$ cat src/rtl/scale_arbiter.sv
// scale_arbiter -- three-requester round-robin front end for one shared
// fixed-point scaler (a * b >>> SN).
//
// Ports
//   clk        single clock, rising edge
//   reset      asynchronous, active high
//   req_valid  [2:0]     per-requester operand pair valid
//   req_ready  [2:0]     per-requester accept strobe (one-hot or zero, IDLE only)
//   a_in       [3*N-1:0] packed signed multiplicands, requester i at [i*N +: N]
//   b_in       [3*N-1:0] packed signed coefficients, same packing
//   out_valid            result available
//   out_ready            downstream accepts result
//   out_data   [N-1:0]   scaled product, bits [N+SN-1:SN] of the full product
//   out_id     [1:0]     requester that owns out_data
//   busy                 high whenever the engine is not idle
//
// One operation is in flight at a time: accept (IDLE->CALC), compute
// (CALC->HOLD, out_valid rises), handshake (HOLD->IDLE). After a handshake the
// priority pointer moves past the requester just served.

// Per-requester grant decision. A requester wins when it is valid and no
// valid requester sits ahead of it in the rotation that starts at ptr.
module scale_arbiter_lane #(
  parameter int IDX = 0
) (
  input  logic [1:0] ptr,
  input  logic [2:0] valid,
  output logic       grant
);

  // Distance from the pointer in the 0..2 rotation; smaller wins.
  function automatic int rank_of(input int j, input logic [1:0] p);
    return (j + 3 - int'(p)) % 3;
  endfunction

  always_comb begin
    grant = valid[IDX];
    for (int j = 0; j < 3; j++) begin
      if (j != IDX && valid[j] && (rank_of(j, ptr) < rank_of(IDX, ptr)))
        grant = 1'b0;
    end
  end

endmodule

module scale_arbiter #(
  parameter int N  = 20,
  parameter int SN = 12
) (
  input  logic             clk,
  input  logic             reset,
  input  logic [2:0]       req_valid,
  output logic [2:0]       req_ready,
  input  logic [3*N-1:0]   a_in,
  input  logic [3*N-1:0]   b_in,
  output logic             out_valid,
  input  logic             out_ready,
  output logic [N-1:0]     out_data,
  output logic [1:0]       out_id,
  output logic             busy
);

  localparam int NREQ = 3;

  localparam logic [1:0] IDLE = 2'd0;
  localparam logic [1:0] CALC = 2'd1;
  localparam logic [1:0] HOLD = 2'd2;

  logic [1:0]      state;
  logic [1:0]      ptr;
  logic [1:0]      id_q;
  logic [N-1:0]    a_q;
  logic [N-1:0]    b_q;
  logic [NREQ-1:0] grant;
  logic            xfer;
  logic [1:0]      sel;
  logic [N-1:0]    a_sel;
  logic [N-1:0]    b_sel;
  logic [2*N-1:0]  prod;
  logic            prod_unused;

  for (genvar i = 0; i < NREQ; i++) begin : g_lane
    scale_arbiter_lane #(.IDX(i)) u_lane (
      .ptr   (ptr),
      .valid (req_valid),
      .grant (grant[i])
    );
  end

  // Grants are only offered in IDLE; reset masks them so nothing is
  // accepted while reset is held.
  assign req_ready = (state == IDLE && !reset) ? grant : '0;
  assign xfer      = |(req_valid & req_ready);
  assign busy      = (state != IDLE);

  // Operand/id mux driven by the one-hot accept strobe.
  always_comb begin
    sel   = '0;
    a_sel = '0;
    b_sel = '0;
    for (int i = 0; i < NREQ; i++) begin
      if (req_ready[i]) begin
        sel   = 2'(i);
        a_sel = a_in[i*N +: N];
        b_sel = b_in[i*N +: N];
      end
    end
  end

  // Sign-extend both operands to 2N; the low 2N bits of the unsigned
  // product then equal the two's complement product.
  assign prod = {{N{a_q[N-1]}}, a_q} * {{N{b_q[N-1]}}, b_q};

  // Bits above N+SN-1 are dropped on purpose (wrap, no saturation) and the
  // bits below SN are the floor truncation.
  assign prod_unused = ^{prod[2*N-1:N+SN], prod[SN-1:0]};

  always_ff @(posedge clk or posedge reset) begin
    if (reset) begin
      state     <= IDLE;
      ptr       <= 2'd0;
      id_q      <= 2'd0;
      a_q       <= '0;
      b_q       <= '0;
      out_valid <= 1'b0;
      out_data  <= '0;
      out_id    <= 2'd0;
    end else begin
      case (state)
        IDLE: begin
          if (xfer) begin
            a_q   <= a_sel;
            b_q   <= b_sel;
            id_q  <= sel;
            state <= CALC;
          end
        end
        CALC: begin
          out_data  <= prod[N+SN-1:SN];
          out_id    <= id_q;
          out_valid <= 1'b1;
          state     <= HOLD;
        end
        HOLD: begin
          if (out_ready) begin
            out_valid <= 1'b0;
            ptr       <= (out_id == 2'd2) ? 2'd0 : out_id + 2'd1;
            state     <= IDLE;
          end
        end
        default: state <= IDLE;
      endcase
    end
  end

endmodule
$ cat config.mk
export PLATFORM = sky130hd
export DESIGN_NAME = scale_arbiter
export DESIGN_NICKNAME = d
export VERILOG_FILES = /design/src/rtl/scale_arbiter.sv
export SDC_FILE = /design/constraint.sdc
export NUM_CORES = 1
export LEC_CHECK = 0
export ABC_AREA = 1
export BUFFER_PORTS_ARGS = -buffer_cell sky130_fd_sc_hd__buf_2
export CAP_MARGIN = 20
export CORE_ASPECT_RATIO = 0.5
export CORE_MARGIN = 3
export CORE_UTILIZATION = 63
export CTS_CLUSTER_DIAMETER = 60
export DETAILED_ROUTE_END_ITERATION = 8
export PLACE_DENSITY = 0.82
export RECOVER_POWER = 100
export SLEW_MARGIN = 25
export SYNTH_ARGS = -nofsm -noshare
export SYNTH_HDL_FRONTEND = slang
export SYNTH_SLANG_ARGS = --single-unit
$ cat constraint.sdc
create_clock -name clk -period 6.9 [get_ports clk]
set_input_delay 0.345 -clock clk [delete_from_list [all_inputs] [get_ports clk]]
set_output_delay 0.345 -clock clk [all_outputs]
set_load 0.005 [all_outputs]
**Word-level counts from Yosys, hierarchy flattened**

Cells that the tools add are included.

- Word-level logic and storage cells: 65
- Output and inout port bits: 27
- Register bits after elaboration: 69

- Bitwise operators: 1
- Multipliers: 1
- $lt $le $gt $ge: 6
- Divide/modulo/power cells: 3
- Equality and inequality tests: 5
- Multiplexer cells: 21
- Reductions and logical operators: 16
- $add $sub $neg: 4

Operators with widths:

| kind | number |
|---|---|
| $lt A32 B32 Y1 | 6 |
| $mux W20 | 6 |
| $mod A32 B3 Y32 const B | 3 |
| $mul A20 B20 Y32 | 1 |
| $mux W1 | 8 |
| $mux W2 | 4 |
| $reduce_and A2 Y1 | 4 |
| $sub A3 B2 Y4 const A | 2 |
| $logic_and A1 B1 Y1 | 7 |
| $pmux W2 S3 | 1 |
| $eq A2 B2 Y1 const B | 2 |
| $ne A2 B2 Y1 const B | 2 |
| $reduce_bool A2 Y1 | 2 |
| $and A3 B3 Y3 | 1 |
| $mux W3 | 1 |
| $reduce_or A3 Y1 | 1 |
| $sub A2 B2 Y3 const A | 1 |
| $add A2 B1 Y2 const B | 1 |
| $eq A2 B1 Y1 const B | 1 |
| $logic_not A2 Y1 | 1 |
| $pmux W1 S2 | 1 |
| $logic_not A1 Y1 | 1 |

**Longest topological paths before layout**

- Depth in word-level cells: 11
- Depth in mapped cells: 32

**Hierarchy**

A second synthesis with hierarchy kept.

- Cell total of the unflattened synthesis: 2,307
- Area, all modules: 17,352.9 um^2

Modules (own cells, without submodules):

| module | cells an instance | seq. area each (um^2) | instances | area each (um^2) |
|---|---|---|---|---|
| scale_arbiter | 2,286 | 1,726.7 | 1 | 17,239.0 |
| scale_arbiter_lane (g_lane[0].u_lane ...) | 7 | 0.0 | 2 | 40.0 |
| scale_arbiter_lane (g_lane[1].u_lane) | 7 | 0.0 | 1 | 33.8 |

**Worst setup path before layout**

Ideal clock, no wire load.

- Kind: reg-to-reg
- From: register a_q[19]
- To: register out_data[19]
- Stages on the path, launching flop included: 29
- Data arrival time: 6.039 ns
- Clock period less this slack: 6.157 ns
- Library setup time: 0.117 ns
- Setup slack: 0.743 ns
- Path through: dfrtp_1 clkbuf_1 nand2_1 inv_1 fa_1 inv_1 fa_1 inv_1 fa_1 inv_1 fa_1 inv_1 fa_1 fa_1 inv_1 fa_1 inv_1 ha_1 nand2_1 inv_1 nand3_1 nor2_1 inv_1 nor2_1 nor2_1 nand2_1 nand3_1 nand3_1 nand2_1

- Cells in the longest elaborated chain, start to end: 1

Ends and longest elaborated chain:

| what | line | text |
|---|---|---|
| start, declared | 72 | `logic [N-1:0] a_q;` |
| start signal, assigned | 132 | `a_q <= a_sel;` |
| $mul A20 B20 Y32 | 112 | `assign prod = {{N{a_q[N-1]}}, a_q} * {{N{b_q[N-1]}}, b_q};` |
| end signal, assigned | 139 | `out_data <= prod[N+SN-1:SN];` |
| end, declared | 58 | `output logic [N-1:0] out_data,` |

No other way between the ends.
A chain may end at the register's enable or synchronous reset.

**Worst setup path in the final report**

- From: register b_q[12]
- To: register out_data[11]

- Cells in the longest elaborated chain, start to end: 1

Ends and longest elaborated chain:

| what | line | text |
|---|---|---|
| start, declared | 73 | `logic [N-1:0] b_q;` |
| start signal, assigned | 133 | `b_q <= b_sel;` |
| $mul A20 B20 Y32 | 112 |  |

No other way between the ends.

==> results.md <==
- First-pass GRT wire length: 76.5 mm
- Initial core utilization: 0.659
- Area taken by multi-input logic gates: 12200 sq um
- WL/cell: 16.7 um
- Synth Area in Simple Gates: 0.218
- H-tree depth: 3
- Die Span Y: 122 um
- Cells after Synth: 2303
- Hold path start: b_in[21]
- Final min period: 6620 ps
- CP most frequent cell: fa_1
- Hold_buf cts: 0
- Slew @ Worst Pin: 2380 ps
- Layout cells sized above 1: 0.108
- Seq/Total Area, Yosys: 0.101
- Fraction of synthesized area in multiplexers: 0
- Top delay family on crit path: adder cells
- Asr flop ratio synth: 1.00
- Full die area: 29300 sq um
- Primary FF master, synth: dfrtp_1
- Type of the worst setup path: reg -> reg
- First-pass DRT Iterations: 8
- Drt initial violations: 1546
- Routed WL: 46.4 mm
- Vias in the first global route: 15.2k
- Post-DRT Antenna Nets: 0
- Rel. slew slack: -0.586
- Synth Area in Compound Gates: 0.0318
- Post_cts resized: 0
- XOR/XNOR Fraction of Synth Area: 0.00154
- Nets@finish: 2984
- Post-CTS Setup Repair Bufs: 0
- CTS tree: yes
- Vias: 14.8k
- IO Count: 153
- Req. time, crit path: 7150 ps
- Site row count: 41
- Max Clock Skew: 11.9 ps
- GRT Total Usage: 0.341
- CP startpoint kind: register
- Number of clock sinks: 69
- RSZ-0062 raised after global routing: false
- Worst path cell trace: nand2_1 > fa_1 > inv_1 > fa_1 > inv_1 > fa_1 > inv_1 > fa_1 > fa_1 > fa_1 > inv_1 > fa_1 > inv_1 > ha_1 > a21oi_1 > o21ai_0 > a21oi_1 > o211ai_2 > or2_1 > nand3_1 > nand2_1
- Top cells by area, synth: fa_1 39%, inv_1 15%, nand2_1 14%, dfrtp_1 10%, ha_1 7.2%
- Setup tns final: 0 ps
- Largest stage delay on the critical path: 720 ps
- Worst R2R Setup Slack: 280 ps
- Storage cell area: 1740 sq um
- Max Fclk: 0.151 GHz
- CP endpoint kind: register
- Failing checks: capacitance limit, slew limit
- Post-DP HPWL: 38.3 mm
- Flop and latch count out of synthesis: 69
- CP arrival: 6870 ps
- Hold path depth: 3
- Clock-pin slew on the worst setup and hold paths: 70 ps
- Count leader, synth: inv_1
- Placer Congestion: 0.983
- Worst r2r src: b_q[12]
- Clock Tree Buf Depth: 2
- Remaining Overflow, GRT: 0
- Die Wd: 239 um
- Area delta synth->final: 8.73%
- Syn_nets: 2864
- Synthesized area: 17100 sq um
- Mean Syn Cell Area: 7.43 sq um
- Number of synthesized flops with an enable pin: 0
- Slowest library cell on the worst path: dfrtp_1
- Hold crit path type: in -> reg
- Max-cap violation count: 5
- Buf+Inv Stages, Crit Path: 5
- Clk Latency, worst-skew pair: 380 ps
- Max Slew Vio Count: 200
- Outcome: complete, but fails checks
- Cts bufs inserted: 9
- Largest net degree at the start of global routing: 70
- # diodes: 0
- Tcrit/Tclk final: 0.959
- FF-to-FF End: out_data[11]
- Initial antenna violation count: 1
- Distinct cells, synth: 43
- CP max FO: 13
- R2r worst-path depth: 21
- DR vias/cell: 5.35
- Synth Area in Adders: 0.466
- Yosys top cell by area: fa_1
- Placeable Area: 26000 sq um
- Fin. Hold Viols: 0
- Largest family of logic cells by synthesized area: adder cells
- Port Buf Inserts: 152
- DRC viols: 0
- Sink of the worst hold path: b_q[1]
- Yosys Warn Count: 0
- Top cell type's share of synthesized area: 0.393
- Fillers: 2073
- # setup viols final: 0
- Top cells by count, synth: 703 x inv_1, 650 x nand2_1, 336 x fa_1, 99 x ha_1, 89 x nand3_1
- Clock root buffer: clkbuf_16
## per-layer routing
| metal | routed length, um | global-route usage | part of all wire |
|---|---|---|---|
| met2 | 21600 | 0.564 | 0.47 |
| met4 | 1560 | 0.115 | 0.034 |
| met5 | 13 | 0 | 0.00028 |
| met1 | 18800 | 0.454 | 0.40 |
| met3 | 4400 | 0.0757 | 0.095 |
## layout make-up
| type | count | share of cell area |
|---|---|---|
| timing repair buffer | 212 | 0.0637 |
| sequential | 69 | 0.0935 |
| multi-input combinational | 1420 | 0.658 |
| inverter | 711 | 0.144 |
| clock inverter | 7 | 0.00565 |
| clock buffer | 9 | 0.0121 |
| tap | 344 | 0.0231 |
## worst max-delay path by stage
stage / end / from / cells after the start
after floorplan: out_data[19] / a_q[19] / 28
after global placement: out_data[11] / b_q[10] / 22
after detailed placement: out_data[19] / b_q[3] / 27
after CTS: out_data[11] / a_q[6] / 21
after global routing: out_data[19] / a_q[19] / 26
final: out_data[11] / b_q[12] / 21
## sequential cells by signal, indices dropped and copies added (netlist names)
signal,cells
out_valid,1
b_q,20
a_q,20
ptr,2
id_q,2
out_data,20
out_id,2
state,2
## metrics by stage
stage	util	instances	instance area, sq um	hold slack [ps]	setup WS (ps)
2_1_floorplan	-	2303	17100	442	743
3_3_place_gp	0.705	2755	18300	457	314
3_5_place_dp	0.705	2755	18300	463	268
4_1_cts	0.718	2771	18600	175	249
5_1_grt	0.716	2772	18600	188	1.05
6_report	0.716	2772	18600	189	283
## kinds of logic after synthesis
family | count (synthesis)
AOI/OAI and AO/OA | 92
xor gates and xnor gates | 3
adders and majority gates | 435
buffers and inverters | 814
DFF | 69
and+or+nand+nor | 890
## worst reg2reg max path: stages (launching register included)
cell and delay (ps):
dfrtp_1 720, nand2_1 180, fa_1 530, inv_1 60, fa_1 520, inv_1 60
fa_1 470, inv_1 50, fa_1 500, fa_1 520, fa_1 550, inv_1 60
fa_1 530, inv_1 40, ha_1 410, a21oi_1 240, o21ai_0 160, a21oi_1 290
o211ai_2 160, or2_1 230, nand3_1 160, nand2_1 70
## placed cells by master, fill, tap and decap left out, types with 2 or more instances in the layout
| master | Yosys | routed |
|---|---|---|
| a21oi_1 | 31 | 33 |
| a31oi_1 | 12 | 13 |
| buf_2 | 16 | 136 |
| buf_4 | 8 | 54 |
| bufinv_16 | 0 | 2 |
| clkbuf_1 | 73 | 21 |
| clkbuf_16 | 0 | 9 |
| dfrtp_1 | 69 | 60 |
| dfrtp_2 | 0 | 9 |
| fa_1 | 336 | 335 |
| ha_1 | 99 | 98 |
| inv_1 | 703 | 703 |
| inv_2 | 8 | 7 |
| inv_6 | 0 | 3 |
| nand2_1 | 650 | 652 |
| nand2_2 | 8 | 6 |
| nand3_1 | 89 | 89 |
| nand3_2 | 3 | 3 |
| nand3b_1 | 2 | 2 |
| nand4_1 | 47 | 48 |
| nor2_1 | 57 | 59 |
| nor2_2 | 14 | 12 |
| nor3_1 | 3 | 3 |
| nor3_2 | 3 | 3 |
| o21a_1 | 4 | 4 |
| o21ai_0 | 20 | 21 |
| o21ai_1 | 9 | 8 |
| o21ai_2 | 2 | 2 |
| o21bai_1 | 4 | 4 |
| or2_1 | 3 | 3 |
| or2_2 | 7 | 7 |
| xor2_1 | 2 | 2 |
Power is not shown: default switching activity piles up to over one toggle a cycle in this logic, so the estimate is an artifact.
